$ cat src/rtl/pipe_stall_ctrl_pkg.sv
// pipe_stall_ctrl_pkg: shared stall encodings, masks and multi-cycle EX sequencer states
package pipe_stall_ctrl_pkg;
    localparam logic STOP    = 1'b1;
    localparam logic NO_STOP = 1'b0;
    localparam logic [5:0] STALL_NONE = {6{NO_STOP}};
    localparam logic [5:0] STALL_EX   = 6'b001111;
    localparam logic [5:0] STALL_ID   = 6'b000111;
    localparam logic [5:0] STALL_IF   = 6'b000011;
    typedef enum logic [1:0] {
        MC_IDLE = 2'd0,
        MC_BUSY = 2'd1,
        MC_DONE = 2'd2
    } mc_state_e;
endpackage

$ cat src/rtl/pipe_stall_ctrl_perf_cnt.sv
// stall_perf_cnt: saturating count of clock edges on which the PC is stalled
module stall_perf_cnt
    import pipe_stall_ctrl_pkg::*;
(
    input  logic        clk,
    input  logic        rst,
    input  logic        en,
    output logic [31:0] cnt
);
    always_ff @(posedge clk)
        if (rst)
            cnt <= '0;
        else if (en == STOP && cnt != 32'hFFFF_FFFF)
            cnt <= cnt + 32'd1;
endmodule

$ cat src/rtl/pipe_stall_ctrl.sv
// pipe_stall_ctrl: stall merge (EX > ID > IF) and multi-cycle EX start/done/timeout sequencer.
// Optional STALL_PERF_EN builds the stall_cycles performance counter.
module pipe_stall_ctrl
    import pipe_stall_ctrl_pkg::*;
#(
    parameter int MC_TIMEOUT = 40
) (
    input  logic        clk,
    input  logic        rst,
    input  logic        stallreq_if,
    input  logic        stallreq_id,
    input  logic        ex_mc_req,
    input  logic        mc_done,
    output logic        mc_start,
    output logic        mc_result_sel,
    output logic        mc_timeout,
    output logic [5:0]  stall,
    output logic [31:0] stall_cycles
);
    localparam logic [7:0] CNT_LAST = 8'(MC_TIMEOUT - 1);

    mc_state_e  state, state_nx;
    logic [7:0] cnt, cnt_nx;
    logic       ex_hold;

    always_ff @(posedge clk)
        if (rst) begin
            state <= MC_IDLE;
            cnt   <= '0;
        end else begin
            state <= state_nx;
            cnt   <= cnt_nx;
        end

    always_comb begin
        state_nx      = state;
        cnt_nx        = cnt;
        mc_start      = 1'b0;
        mc_result_sel = 1'b0;
        mc_timeout    = 1'b0;
        case (state)
            MC_IDLE:
                if (ex_mc_req) begin
                    mc_start = 1'b1;
                    cnt_nx   = '0;
                    state_nx = MC_BUSY;
                end
            MC_BUSY:
                if (mc_done)
                    state_nx = MC_DONE;
                else if (cnt == CNT_LAST) begin
                    mc_timeout = 1'b1;
                    state_nx   = MC_DONE;
                end else
                    cnt_nx = cnt + 8'd1;
            MC_DONE: begin
                mc_result_sel = 1'b1;
                state_nx      = MC_IDLE;
            end
            default: state_nx = MC_IDLE;
        endcase
        if (rst) begin
            mc_start      = 1'b0;
            mc_result_sel = 1'b0;
            mc_timeout    = 1'b0;
        end
    end

    // DONE drops the EX hold so the result commits while ID/IF requests still apply
    assign ex_hold = state == MC_BUSY || (state == MC_IDLE && ex_mc_req);
    assign stall   = rst         ? STALL_NONE :
                     ex_hold     ? STALL_EX   :
                     stallreq_id ? STALL_ID   :
                     stallreq_if ? STALL_IF   : STALL_NONE;

`ifdef STALL_PERF_EN
    stall_perf_cnt u_perf (
        .clk (clk),
        .rst (rst),
        .en  (stall[0]),
        .cnt (stall_cycles)
    );
`else
    assign stall_cycles = 32'h0;
`endif
endmodule
$ cat config.mk
export PLATFORM = sky130hd
export DESIGN_NAME = pipe_stall_ctrl
export DESIGN_NICKNAME = d
export VERILOG_FILES = /design/src/rtl/pipe_stall_ctrl_pkg.sv /design/src/rtl/pipe_stall_ctrl_perf_cnt.sv /design/src/rtl/pipe_stall_ctrl.sv
export SDC_FILE = /design/constraint.sdc
export NUM_CORES = 1
export LEC_CHECK = 0
export BUFFER_PORTS_ARGS = -buffer_cell sky130_fd_sc_hd__buf_2
export CORE_MARGIN = 4
export CORE_UTILIZATION = 47
export DETAILED_ROUTE_END_ITERATION = 6
export PLACE_DENSITY = 0.81
export SYNTH_ARGS = -nofsm -noshare
export SYNTH_HDL_FRONTEND = slang
export SYNTH_HIERARCHICAL = 1
export SYNTH_SLANG_ARGS = --single-unit
$ cat constraint.sdc
create_clock -name clk -period 4.31 [get_ports clk]
set_input_delay 0.431 -clock clk [delete_from_list [all_inputs] [get_ports clk]]
set_output_delay 0.431 -clock clk [all_outputs]
set_load 0.03 [all_outputs]
==> results.cfg <==
[status]
status = finished, final reports clean

[worst_setup_path]
worstSetupStartpointType = flip-flop
criticalPathCategory = reg2out
crit_start = state[0]
ff2ff_setup_slack_ns = 2.71
cp.arrival_ns = 1.64
reg2reg_depth = 4
cp.required_ns = 3.88
end_kind = primary output
r2r-start = cnt[3]
critPathCapture = mc_timeout
reg2reg_to = cnt[7]
path_max_fanout = 9

[timing]
timing.final.crit_share_pct = 48.2
hold_violations = 0
rsz0062_at_grt = false
clock_skew_ns = 0.00127
setup_violations = 0
period_needed_ns = 2.08
slew_violations = 0
totalNegativeSetupSlack_ns = 0
max_freq_mhz = 482

[die]
die_area_um2 = 2540
rows = 15
core_region_area_um2 = 1710
io_pins = 47
dieWidth_um = 50.4
start_util_pct = 49.4
die_height_um = 50.4

[detailed_routing]
vias_per_cell = 4.49
wire_per_inst_um = 10.2
drc = 0
drt_wl_total_um = 1450
ant_nets = 0
drt_iter0_drc = 2
dr.pass1.iters = 3
vias = 637

[grt]
grt_pass1_wl_um = 2320
track_usage_pct = 11.6
grt_pass1_vias = 578
overflow = 0
antenna_found_initial = 0
grt_max_degree = 14

[placed_design]
dpl-instance-area_um2 = 785
placed_cells = 139
port_buffers = 12
hpwl_um = 1160
place_congestion = 0.815

[cts]
clk_pin_slew_worst_paths_ns = 0.06
cts-root-buf = clkbuf_4
post-cts-setup-buffers = 0
htreeDepth = 1
cts_tree = yes
cts.sinks = 10
cts_buffers = 3
ctsLongestPathBuffers = 2
cts_resized = 0
ctsHoldBuffers = 0
clock_latency_ns = 0.26

[job]
maxCapViolCount = 0

[synth]
synth_top_flop_cell = dfxtp_1
syn_area_um2 = 843
synthArstFlopShare_pct = 0
ys_seq_area_share_pct = 23.7
syn_avg_cell_area_um2 = 7.96
yosys.cell_types.count = 32
synth_edf_count = 0
ys_warn_count = 6
syn_inst = 106
synth-seq-cells = 10

[pwr]
peakVddDrop_mv = 0.104
p_per_area_nw_per_um2 = 309
power.leakage_nw = 0.366

[cells_and_area]
fin_nets = 126
syn_to_final_growth_pct = -4.30
fin_cells = 142
diodes = 0
fin_area_um2 = 807
drive_above_1_share_pct = 20.5

[hold_path]
hold_path.class = in2reg
-- state kept, by name, summed over array words and instances (netlist names) --
name	cells
cnt	8
state	2
-- Yosys cell counts (all sizes together) (2+ instances only) --
master	number	area (um2)
a21oi	5	28.8
buf	36	270
dfxtp	10	200
nand2	5	18.8
nand3	5	25.0
nor2	8	30.0
nor3	5	25.0
nor3b	3	22.5
o21ai	3	15.0
o21ba	2	20.0
o31ai	3	22.5
or2	2	12.5
or3	4	27.5
or4	2	18.8
-- how the worst min path moves through the flow --
| stage | from | to | slack, ns | depth (start not counted) |
|---|---|---|---|---|
| finish | mc_done | cnt[5] | 0.47 | 3 |
| global route | mc_done | cnt[5] | 0.48 | 3 |
| CTS | mc_done | cnt[5] | 0.46 | 3 |
| detailed placement | cnt[7] | cnt[7] | 0.47 | 2 |
| global placement | cnt[7] | cnt[7] | 0.48 | 2 |
| floorplan | cnt[7] | cnt[7] | 0.46 | 2 |
-- cell families (layout without fill, tap and decap cells) --
family	count (synthesis)	after routing	synth area share (%)
AOI/OAI and AO/OA	18	18	16.6
and+or+nand+nor	37	37	23.7
buffers and inverters	38	16	32.9
other	1	34	0.445
DFF	10	10	23.7
xor gates and xnor gates	1	1	1.04
adders and majority gates	1	1	1.48
-- through the flow --
| stage | util (%) | power [mW] | setup WS [ns] | hold slack, ns |
|---|---|---|---|---|
| 6_report | 47.3 | 0.249 | 2.23 | 0.467 |
| 5_1_grt | 47.3 | 0.261 | 2.11 | 0.484 |
| 4_1_cts | 47.3 | 0.251 | 2.24 | 0.458 |
| 2_1_floorplan | - | 0.202 | 2.32 | 0.460 |
| 3_3_place_gp | 45.9 | 0.187 | 2.49 | 0.475 |
| 3_5_place_dp | 45.9 | 0.187 | 2.47 | 0.474 |
-- critical path: stages (launching register included) --
cell and delay, ns:
dfxtp_1 0.47, nand2b_1 0.15, or3_1 0.35, nor3_1 0.19, buf_2 0.22
-- cell type report --
cell class | count | area [um2]
fillers | 172 | 901
multi-input cells | 91 | 489
flip-flops and latches | 10 | 200
repair buffers | 12 | 60.1
well taps | 25 | 31.3
clock buffers | 3 | 22.5
inverters | 1 | 3.75
-- layout by cell type, fill, tap and decap left out --
| cell | n |
|---|---|
| nand2_1 | 5 |
| nor2_1 | 8 |
| or2_1 | 1 |
| a21o_1 | 1 |
| or4_4 | 1 |
| nand3_1 | 5 |
| conb_1 | 34 |
| xor2_1 | 1 |
| nand2b_1 | 1 |
| o21ai_0 | 1 |
| buf_2 | 12 |
| ha_1 | 1 |
| or4_1 | 1 |
| or2_2 | 1 |
| or3_1 | 2 |
| nand4_1 | 1 |
| a21oi_2 | 1 |
| nor3b_1 | 3 |
| o21bai_1 | 1 |
| o211ai_4 | 1 |
| a21bo_2 | 1 |
| o21ba_2 | 2 |
| clkbuf_4 | 3 |
| or3_2 | 2 |
| o31ai_1 | 3 |
| nor3_1 | 5 |
| dfxtp_1 | 10 |
| o21ai_1 | 2 |
| o21a_1 | 1 |
| nand3b_1 | 1 |
| a21oi_1 | 4 |
| inv_1 | 1 |
-- metal layers --
metal,wire length (um),global-route usage (%)
met5,0,0
met4,32,8.97
met3,86,2.67
met2,774,20.9
met1,560,11.4
-- power breakdown --
part / switching (mW) / internal (mW) / leakage (nW)
sequential: 0.00516 / 0.0962 / 0.0811
clock: 0.0302 / 0.0322 / 0.0138
combinational: 0.0691 / 0.0162 / 0.271
total: 0.104 / 0.145 / 0.366
No activity file was read; power rests on OpenSTA's default activity.
